## config.mk

```make
export PLATFORM = sky130hd
export DESIGN_NAME = scr1_tapc_dr_shadow_reg
export DESIGN_NICKNAME = d
export VERILOG_FILES = /design/src/rtl/scr1_tapc_dr_shadow_reg.sv
export SDC_FILE = /design/constraint.sdc
export NUM_CORES = 1
export LEC_CHECK = 0
export BUFFER_PORTS_ARGS = -buffer_cell sky130_fd_sc_hd__buf_2
export CAP_MARGIN = 30
export CORE_UTILIZATION = 55
export CTS_BUF_LIST = sky130_fd_sc_hd__clkbuf_2 sky130_fd_sc_hd__clkbuf_4 sky130_fd_sc_hd__clkbuf_8
export DETAILED_ROUTE_END_ITERATION = 8
export GPL_TIMING_DRIVEN = 1
export HOLD_SLACK_MARGIN = 0.06
export PLACE_DENSITY = 0.87
export SYNTH_ARGS = -nofsm -noshare
export SYNTH_HDL_FRONTEND = slang
export SYNTH_SLANG_ARGS = --single-unit
```

## constraint.sdc

```tcl
create_clock -name clk -period 7.8 [get_ports clk]
set_clock_uncertainty 0.05 [all_clocks]
set_input_delay 1.56 -clock clk [delete_from_list [all_inputs] [get_ports clk]]
set_output_delay 1.56 -clock clk [all_outputs]
set_load 0.03 [all_outputs]
```

## src/rtl/scr1_tapc_dr_shadow_reg.sv

```systemverilog
// JTAG TAP data register with a runtime-length shift chain and a handshaked shadow (update) register.
// Optional macro SCR1_TAPC_DR_LEN_CHK_EN enables the shifted-bit-count check that guards shadow updates.
module scr1_tapc_dr_shadow_reg #(
  parameter int                    SCR1_WIDTH       = 32,
  parameter logic [SCR1_WIDTH-1:0] SCR1_RESET_VALUE = '0,
  parameter int                    SCR1_LEN_W       = $clog2(SCR1_WIDTH + 1)
) (
  input  logic                  clk,
  input  logic                  rst_n,
  input  logic                  rst_n_sync,
  input  logic                  fsm_dr_select,
  input  logic                  fsm_dr_capture,
  input  logic                  fsm_dr_shift,
  input  logic                  fsm_dr_update,
  input  logic [SCR1_LEN_W-1:0] dr_len,
  input  logic                  din_serial,
  input  logic [SCR1_WIDTH-1:0] din_parallel,
  output logic                  dout_serial,
  output logic [SCR1_WIDTH-1:0] dout_parallel,
  output logic                  upd_valid,
  input  logic                  upd_ready,
  output logic                  len_err,
  output logic                  ovr_err
);

  typedef enum logic [1:0] {
    ST_IDLE,
    ST_CAPT,
    ST_SHIFT
  } state_t;

  typedef struct packed {
    state_t                  state;
    logic [SCR1_WIDTH-1:0]   shift_reg;
    logic [SCR1_WIDTH-1:0]   shadow;
    logic [SCR1_LEN_W-1:0]   len_q;
`ifdef SCR1_TAPC_DR_LEN_CHK_EN
    logic [SCR1_LEN_W-1:0]   cnt;
`endif
    logic                    upd_valid;
    logic                    len_err;
    logic                    ovr_err;
  } regs_t;

  localparam logic [SCR1_LEN_W-1:0] WIDTH_L = SCR1_LEN_W'(SCR1_WIDTH);

  localparam regs_t REGS_RST = '{
    state:     ST_IDLE,
    shift_reg: SCR1_RESET_VALUE,
    shadow:    SCR1_RESET_VALUE,
    len_q:     WIDTH_L,
`ifdef SCR1_TAPC_DR_LEN_CHK_EN
    cnt:       '0,
`endif
    upd_valid: 1'b0,
    len_err:   1'b0,
    ovr_err:   1'b0
  };

  regs_t                 r;
  regs_t                 n;
  logic [SCR1_WIDTH-1:0] shifted;
  logic [SCR1_WIDTH-1:0] shift_nxt;
  logic [SCR1_WIDTH-1:0] len_mask;
  logic [SCR1_LEN_W-1:0] len_eff;
  logic                  len_ok;
  logic                  overrun;

  // Only the low len_q bits form the live chain; bits above it keep their value.
  always_comb begin
    shifted = r.shift_reg >> 1;
    for (int i = 0; i < SCR1_WIDTH; i++) begin
      len_mask[i] = (i < int'(r.len_q));
      if (i == int'(r.len_q) - 1) begin
        shift_nxt[i] = din_serial;
      end else if (i < int'(r.len_q) - 1) begin
        shift_nxt[i] = shifted[i];
      end else begin
        shift_nxt[i] = r.shift_reg[i];
      end
    end
  end

  assign len_eff = (dr_len == '0 || dr_len > WIDTH_L) ? WIDTH_L : dr_len;
  assign overrun = r.upd_valid && !upd_ready;

`ifdef SCR1_TAPC_DR_LEN_CHK_EN
  assign len_ok = (r.cnt == r.len_q);
`else
  assign len_ok = 1'b1;
`endif

  // NOTE: every field of n is defaulted from r first, so no path through this block infers a latch.
  always_comb begin
    n         = r;
    n.len_err = 1'b0;
    if (r.upd_valid && upd_ready) begin
      n.upd_valid = 1'b0;
    end
    if (fsm_dr_select) begin
      if (fsm_dr_capture) begin
        n.shift_reg = din_parallel;
        n.len_q     = len_eff;
`ifdef SCR1_TAPC_DR_LEN_CHK_EN
        n.cnt       = '0;
`endif
        n.state     = ST_CAPT;
      end else if (fsm_dr_shift) begin
        if (r.state != ST_IDLE) begin
          n.shift_reg = shift_nxt;
`ifdef SCR1_TAPC_DR_LEN_CHK_EN
          if (r.cnt != '1) begin
            n.cnt = r.cnt + 1'b1;
          end
`endif
          n.state     = ST_SHIFT;
        end
      end else if (fsm_dr_update) begin
        if (r.state != ST_IDLE) begin
          n.state = ST_IDLE;
          if (overrun) begin
            n.ovr_err = 1'b1;
          end else if (!len_ok) begin
            n.len_err = 1'b1;
          end else begin
            // A load coincident with consumption keeps upd_valid high for the new data.
            n.shadow    = r.shift_reg & len_mask;
            n.upd_valid = 1'b1;
          end
        end
      end
    end
    if (!rst_n_sync) begin
      n = REGS_RST;
    end
  end

  // NOTE: state registers use non-blocking assignments so every flop samples pre-edge values.
  always_ff @(posedge clk or negedge rst_n) begin
    if (!rst_n) begin
      r <= REGS_RST;
    end else begin
      r <= n;
    end
  end

  assign dout_serial   = r.shift_reg[0];
  assign dout_parallel = r.shadow;
  assign upd_valid     = r.upd_valid;
  assign len_err       = r.len_err;
  assign ovr_err       = r.ovr_err;

endmodule

```

* Word level (Yosys, flattened, before mapping)
Cells that the tools add are included.
** Word-level totals
- Flip-flop bits (word level) :: 75
- Bits in latches :: 0
- RAM bits :: 0
- Bits in read-only memories :: 0
- Input port bits :: 47
- Output and inout bits :: 36
- Logic and storage cells :: 308
- Memories :: 0
** Cells by class
- Add/subtract/negate cells :: 1
- Multiply operators :: 0
- Div/mod/pow operators :: 0
- Magnitude comparators :: 65
- Equality and inequality tests :: 74
- Shift-type cells :: 0
- Multiplexer cells :: 86
- Bitwise operators :: 1
- Reductions and logical operators :: 43
** Operators by type and width (count)
- $mux W32 :: 6
- $mux W75 :: 2
- $ne A4 B1 Y1 const B :: 33
- $reduce_and A4 Y1 :: 32
- $eq A6 B7 Y1 const A :: 16
- $lt A6 B7 Y1 const A :: 16
- $lt A5 B6 Y1 const A :: 16
- $mux W34 :: 2
- $mux W1 :: 66
- $eq A5 B7 Y1 const A :: 8
- $lt A5 B7 Y1 const A :: 8
- $lt A4 B6 Y1 const A :: 8
- $and A32 B32 Y32 :: 1
- $logic_not A32 Y1 :: 1
- $eq A4 B7 Y1 const A :: 4
- $lt A4 B7 Y1 const A :: 4
- $lt A3 B6 Y1 const A :: 4
- $eq A3 B7 Y1 const A :: 2
- $lt A3 B7 Y1 const A :: 2
- $lt A1 B6 Y1 const A :: 2
- $lt A2 B6 Y1 const A :: 2
- $mux W3 :: 4
- $mux W6 :: 2
- $reduce_and A6 Y1 :: 2
- other kinds (16) :: 27

* Depth between registers and ports, before layout
- Depth after elaboration :: 9
- Depth in mapped cells :: 17
- Depth with buffers taken out :: 11

* Worst setup path before layout
OpenSTA, ideal clock, no wires.
- Path kind :: reg-to-reg
- Start :: reg r[3] (netlist bit)
- End :: reg r[43] (netlist bit)
- Library setup time :: 0.125 ns
- Arrival time :: 3.455 ns
- Data required time :: 7.625 ns
- Slack :: 4.170 ns
- Cell stages (with the launch flop) :: 17
- Buffers on the path :: 7
- Period minus slack after synthesis :: 3.630 ns
- Cells stage by stage :: dfrtp_1 buf_2 buf_1 inv_1 ha_1 buf_2 clkbuf_1 buf_1 a22oi_1 o21ai_0 ha_1 clkbuf_1 and2_0 clkbuf_1 and2_1 o41ai_1 mux2_2
** Between the ends
- Cells in the longest elaborated chain, start to end :: 8
- Elaborated cells on any way between the ends :: 11
- Classes of those cells :: add/sub (1); order compare (1); eq/ne (2); mux (6); reduce/logical (1)
** Ends and longest elaborated chain
- start, declared :: line 60 : regs_t r;
- start signal, assigned :: line 143 : r <= n;
- $sub A6 B1 Y7 (*) :: line 74, 76
- $eq A3 B7 Y1 :: line 74 : if (i == int'(r.len_q) - 1) begin
- $mux W1 :: line 74
- $mux W34 :: line 109 : if (r.state != ST_IDLE) begin
- $mux W32 :: line 108 : end else if (fsm_dr_shift) begin
- $mux W34 :: line 101 : if (fsm_dr_capture) begin
- $mux W75 :: line 100 : if (fsm_dr_select) begin
- $mux W75 :: line 133 : if (!rst_n_sync) begin
Mark *: on every way between the ends. The rest lies on a longest branch, timed or not. The select of a mux whose other input is x is not followed.
A chain may end at the register's enable or synchronous reset.

* Worst setup path in the final report
- Start :: reg r[3] (netlist bit)
- End :: reg r[51] (netlist bit)
** Between the ends
- Cells in the longest elaborated chain, start to end :: 8
- Elaborated cells on any way between the ends :: 11
- Classes of those cells :: add/sub (1); order compare (1); eq/ne (2); mux (6); reduce/logical (1)
** Ends and longest elaborated chain (line)
- $sub A6 B1 Y7 (*) :: 74, 76
- $eq A5 B7 Y1 :: 74
- $mux W1 :: 74
- $mux W34 :: 109
- $mux W32 :: 108
- $mux W34 :: 101
- $mux W75 :: 100
- $mux W75 :: 133
Marked as above.

==> results.yml <==
route:
  avgViaCountPerCell: 6.78
  firstDrtPassIters: 5
  ant_nets: 0
  vias: 5421
  drcViolationCount: 0
  wl_per_cell_um: 23.0
  first_iter_violations: 497
  wirelength_um: 18400
placement:
  portBuffers: 81
  dp_hpwl_um: 13400
  gp_congestion: 1.07
  placedCellCount: 782
synth:
  synth_flop_cell: "dfrtp_1"
  synthArstFlopShare: 1.00
  yosysUniqueCellTypes: 66
  synth-adder-area-share: 0.0163
  synth-seq-area-share: 0.344
  synth_xor_area_frac: 0.00325
  synth_edf_count: 0
  synth-compound-area-share: 0.313
  netlist_instances: 651
  synthSimpleGateAreaFrac: 0.172
  yosysWarningCount: 0
  synth_top_family_by_area: "compound AO/OA/AOI/OAI gates"
  syn_nets: 705
  avgSynthCellArea_um2: 8.27
  synth_mux_area_frac: 0.0546
  synth_seq_cells: 74
  synth_area_um2: 5380
outcome:
  status: "completed"
clocking:
  cts_resized: 0
  numCtsBuffers: 9
  root_buffer: "clkbuf_8"
  path_clk_slew_ns: 0.09
  post_cts_buffers: 0
  clockBufferDepth: 2
  cts_tree: "done"
  cts_hold_buf: 0
  numClockSinks: 74
  htreeDepth: 3
  worstSkewPairLatency_ns: 0.36
cells_and_area:
  drive_gt1_frac: 0.206
  final_util: 0.622
  area_delta_synth_final_pct: 8.25
  fin_cells: 800
  finalNetCount: 719
critical_path:
  cp.arrival_ns: 4.62
  crit_fanout: 32
  critical_path_class: "flop to flop"
  worstPathRequired_ns: 8.00
  end_kind: "flop"
  start_kind: "flop"
  critPathMaxStageDelay_ns: 0.85
  critPathMostFrequentCell: "ha_1"
  worst_path_max_delay_cell: "dfrtp_1"
  worstPathCellList: "inv_1 > ha_1 > nor3_1 > a22oi_1 > o21ai_0 > ha_1 > and2_0 > nand2_1 > a21oi_1 > mux2_2"
global_routing:
  antenna_found_initial: 2
  grt_pass1_vias: 4936
  grt_max_degree: 75
  grt_pass1_wl_um: 28300
  grt_overflow_total: 0
  grt.total_usage: 0.375
sta:
  rsz0062_at_grt: "false"
  slew_violations: 0
  tightest_slew_ns: 1.04
  finalCritPeriodShare: 0.566
  fin_crit_ns: 4.42
  max_freq_mhz: 226
  fin_tns_setup_ns: 0
  slew_headroom: 0.308
  finalHoldViolCount: 0
  finalSetupViolations: 0
power:
  swShare: 0.321
  p_leak_nw: 2.54
  powerDensity_nw_per_um2: 173
  p_seq_frac: 0.424
  comb_power_share: 0.198
  net-switching-power_mw: 0.323
  worst_ir_drop_vdd_mv: 0.124
  p_int_mw: 0.684
  pwr-share-clk: 0.378
floorplanning:
  die_x_um: 101
  die_h_um: 101
  pin_count: 83
  start_util: 0.574
  die-area_um2: 10200
  core_um2: 9370
  num_rows: 35
worst_hold_path:
  hold_path_class: "flop to flop"
run:
  maxCapViolations: 0
-- cell type report --
cell class,count,area [um^2]
diodes,1,2.50
well taps,129,161
flip-flops and latches,74,1850
repair buffers,91,504
clock buffers,9,124
inverters,11,41.3
multi-input cells,478,3020
clock inverters,7,125
fillers,852,3540
-- final timing paths --
kind / startpoint / slack, ns / cells past startpoint / end
min: dout_parallel[22] / 0.43 / 2 / dout_parallel[22]
min reg2reg: dout_parallel[22] / 0.43 / 2 / dout_parallel[22]
max in group asynchronous: rst_n / 6.14 / 3 / r[8]
max: r[3] / 3.38 / 10 / r[51]
min in group asynchronous: rst_n / 1.01 / 2 / dout_parallel[1]
max reg2reg: r[3] / 3.38 / 10 / r[51]
-- per-stage QoR --
step           worst slack, ns  cell area, um^2  hold WS [ns]  power (mW)
2_1_floorplan             4.17             5380         0.400       0.551
3_3_place_gp              3.78             5540         0.406       0.619
3_5_place_dp              3.63             5550         0.417       0.624
4_1_cts                   3.57             5800         0.435       0.998
5_1_grt                   3.14             5830         0.451        1.04
6_report                  3.38             5830         0.430        1.01
-- synth_stat cells, types with 5 or more instances --
| cell type | count | area [um^2] |
|---|---|---|
| and2_1 | 9 | 56.3 |
| clkbuf_1 | 43 | 161 |
| nor2_1 | 34 | 128 |
| ha_1 | 7 | 87.6 |
| a21oi_1 | 41 | 205 |
| o211ai_1 | 5 | 37.5 |
| nand2b_1 | 6 | 37.5 |
| mux2_2 | 19 | 214 |
| nor3b_1 | 7 | 52.6 |
| a211oi_1 | 13 | 97.6 |
| o21ai_0 | 81 | 405 |
| o311ai_0 | 5 | 43.8 |
| a22o_1 | 9 | 78.8 |
| a311oi_1 | 6 | 52.6 |
| and3_1 | 9 | 56.3 |
| buf_4 | 33 | 248 |
| buf_1 | 5 | 18.8 |
| nand3_1 | 18 | 90.1 |
| o41ai_1 | 10 | 87.6 |
| dfrtp_1 | 73 | 1830 |
| o31ai_1 | 15 | 113 |
| a32o_1 | 7 | 70.1 |
| o21a_1 | 8 | 60.1 |
| inv_1 | 10 | 37.5 |
| a31oi_1 | 9 | 56.3 |
| buf_2 | 5 | 25.0 |
| mux2i_1 | 8 | 80.1 |
| nand2_1 | 58 | 218 |
| nor3_1 | 15 | 75.1 |
| nor2b_1 | 15 | 93.8 |
-- flip-flops by register name, indices dropped and copies added, names as in the netlist --
register and cells:
dout_parallel 32, dout_serial 1, ovr_err 1, r 39
upd_valid 1
-- power groups by stage --
stage	Sequential, mW	Clock (mW)	Combinational [mW]
CTS	0.425	0.381	0.192
global route	0.428	0.394	0.215
floorplan	0.417	0	0.135
global placement	0.432	0	0.187
finish	0.428	0.381	0.199
detailed placement	0.432	0	0.191
-- critical path, delay by kind of cell (launching register included) --
family	cells	cell delay [ns]
muxes	1	0.35
and+or+nand+nor	3	1.18
AOI/OAI and AO/OA	3	0.63
adders and majority gates	2	1.02
DFF	1	0.85
buffers and inverters	1	0.22
-- logic make-up after synthesis --
| logic type | Yosys count |
|---|---|
| compound gates | 253 |
| xor+xnor | 2 |
| fa+ha+maj | 7 |
| buf+inv | 99 |
| flops | 74 |
| mux | 27 |
| other cells | 1 |
| simple gates | 188 |
-- layer usage --
layer | vias up | part of all wire | global-route usage
met3 | 62 | 0.094 | 0.0908
li1 | 2415 | - | -
met5 | - | 0.00071 | 0
met2 | 338 | 0.44 | 0.575
met1 | 2604 | 0.44 | 0.517
met4 | 2 | 0.033 | 0.126
-- placed cells by master, fill, tap and decap left out, types with 4 or more instances in the layout --
master / count
o21ai_0: 81
buf_2: 81
dfrtp_1: 73
nand2_1: 58
a21oi_1: 41
nor2_1: 34
mux2_2: 19
nand3_1: 18
nor3_1: 15
o31ai_1: 15
nor2b_1: 14
a211oi_1: 13
inv_1: 10
o41ai_1: 10
and2_1: 9
and3_1: 9
a22o_1: 9
a31oi_1: 9
clkbuf_8: 9
mux2i_1: 8
o21a_1: 8
buf_4: 8
a32o_1: 7
nor3b_1: 7
ha_1: 7
nand2b_1: 6
a311oi_1: 6
o311ai_0: 5
o211ai_1: 5
a21boi_0: 4
or2_2: 4
a32oi_1: 4
o22ai_1: 4
a211o_1: 4
o21bai_1: 4
nor4_1: 4
No activity file was read; power rests on OpenSTA's default activity.
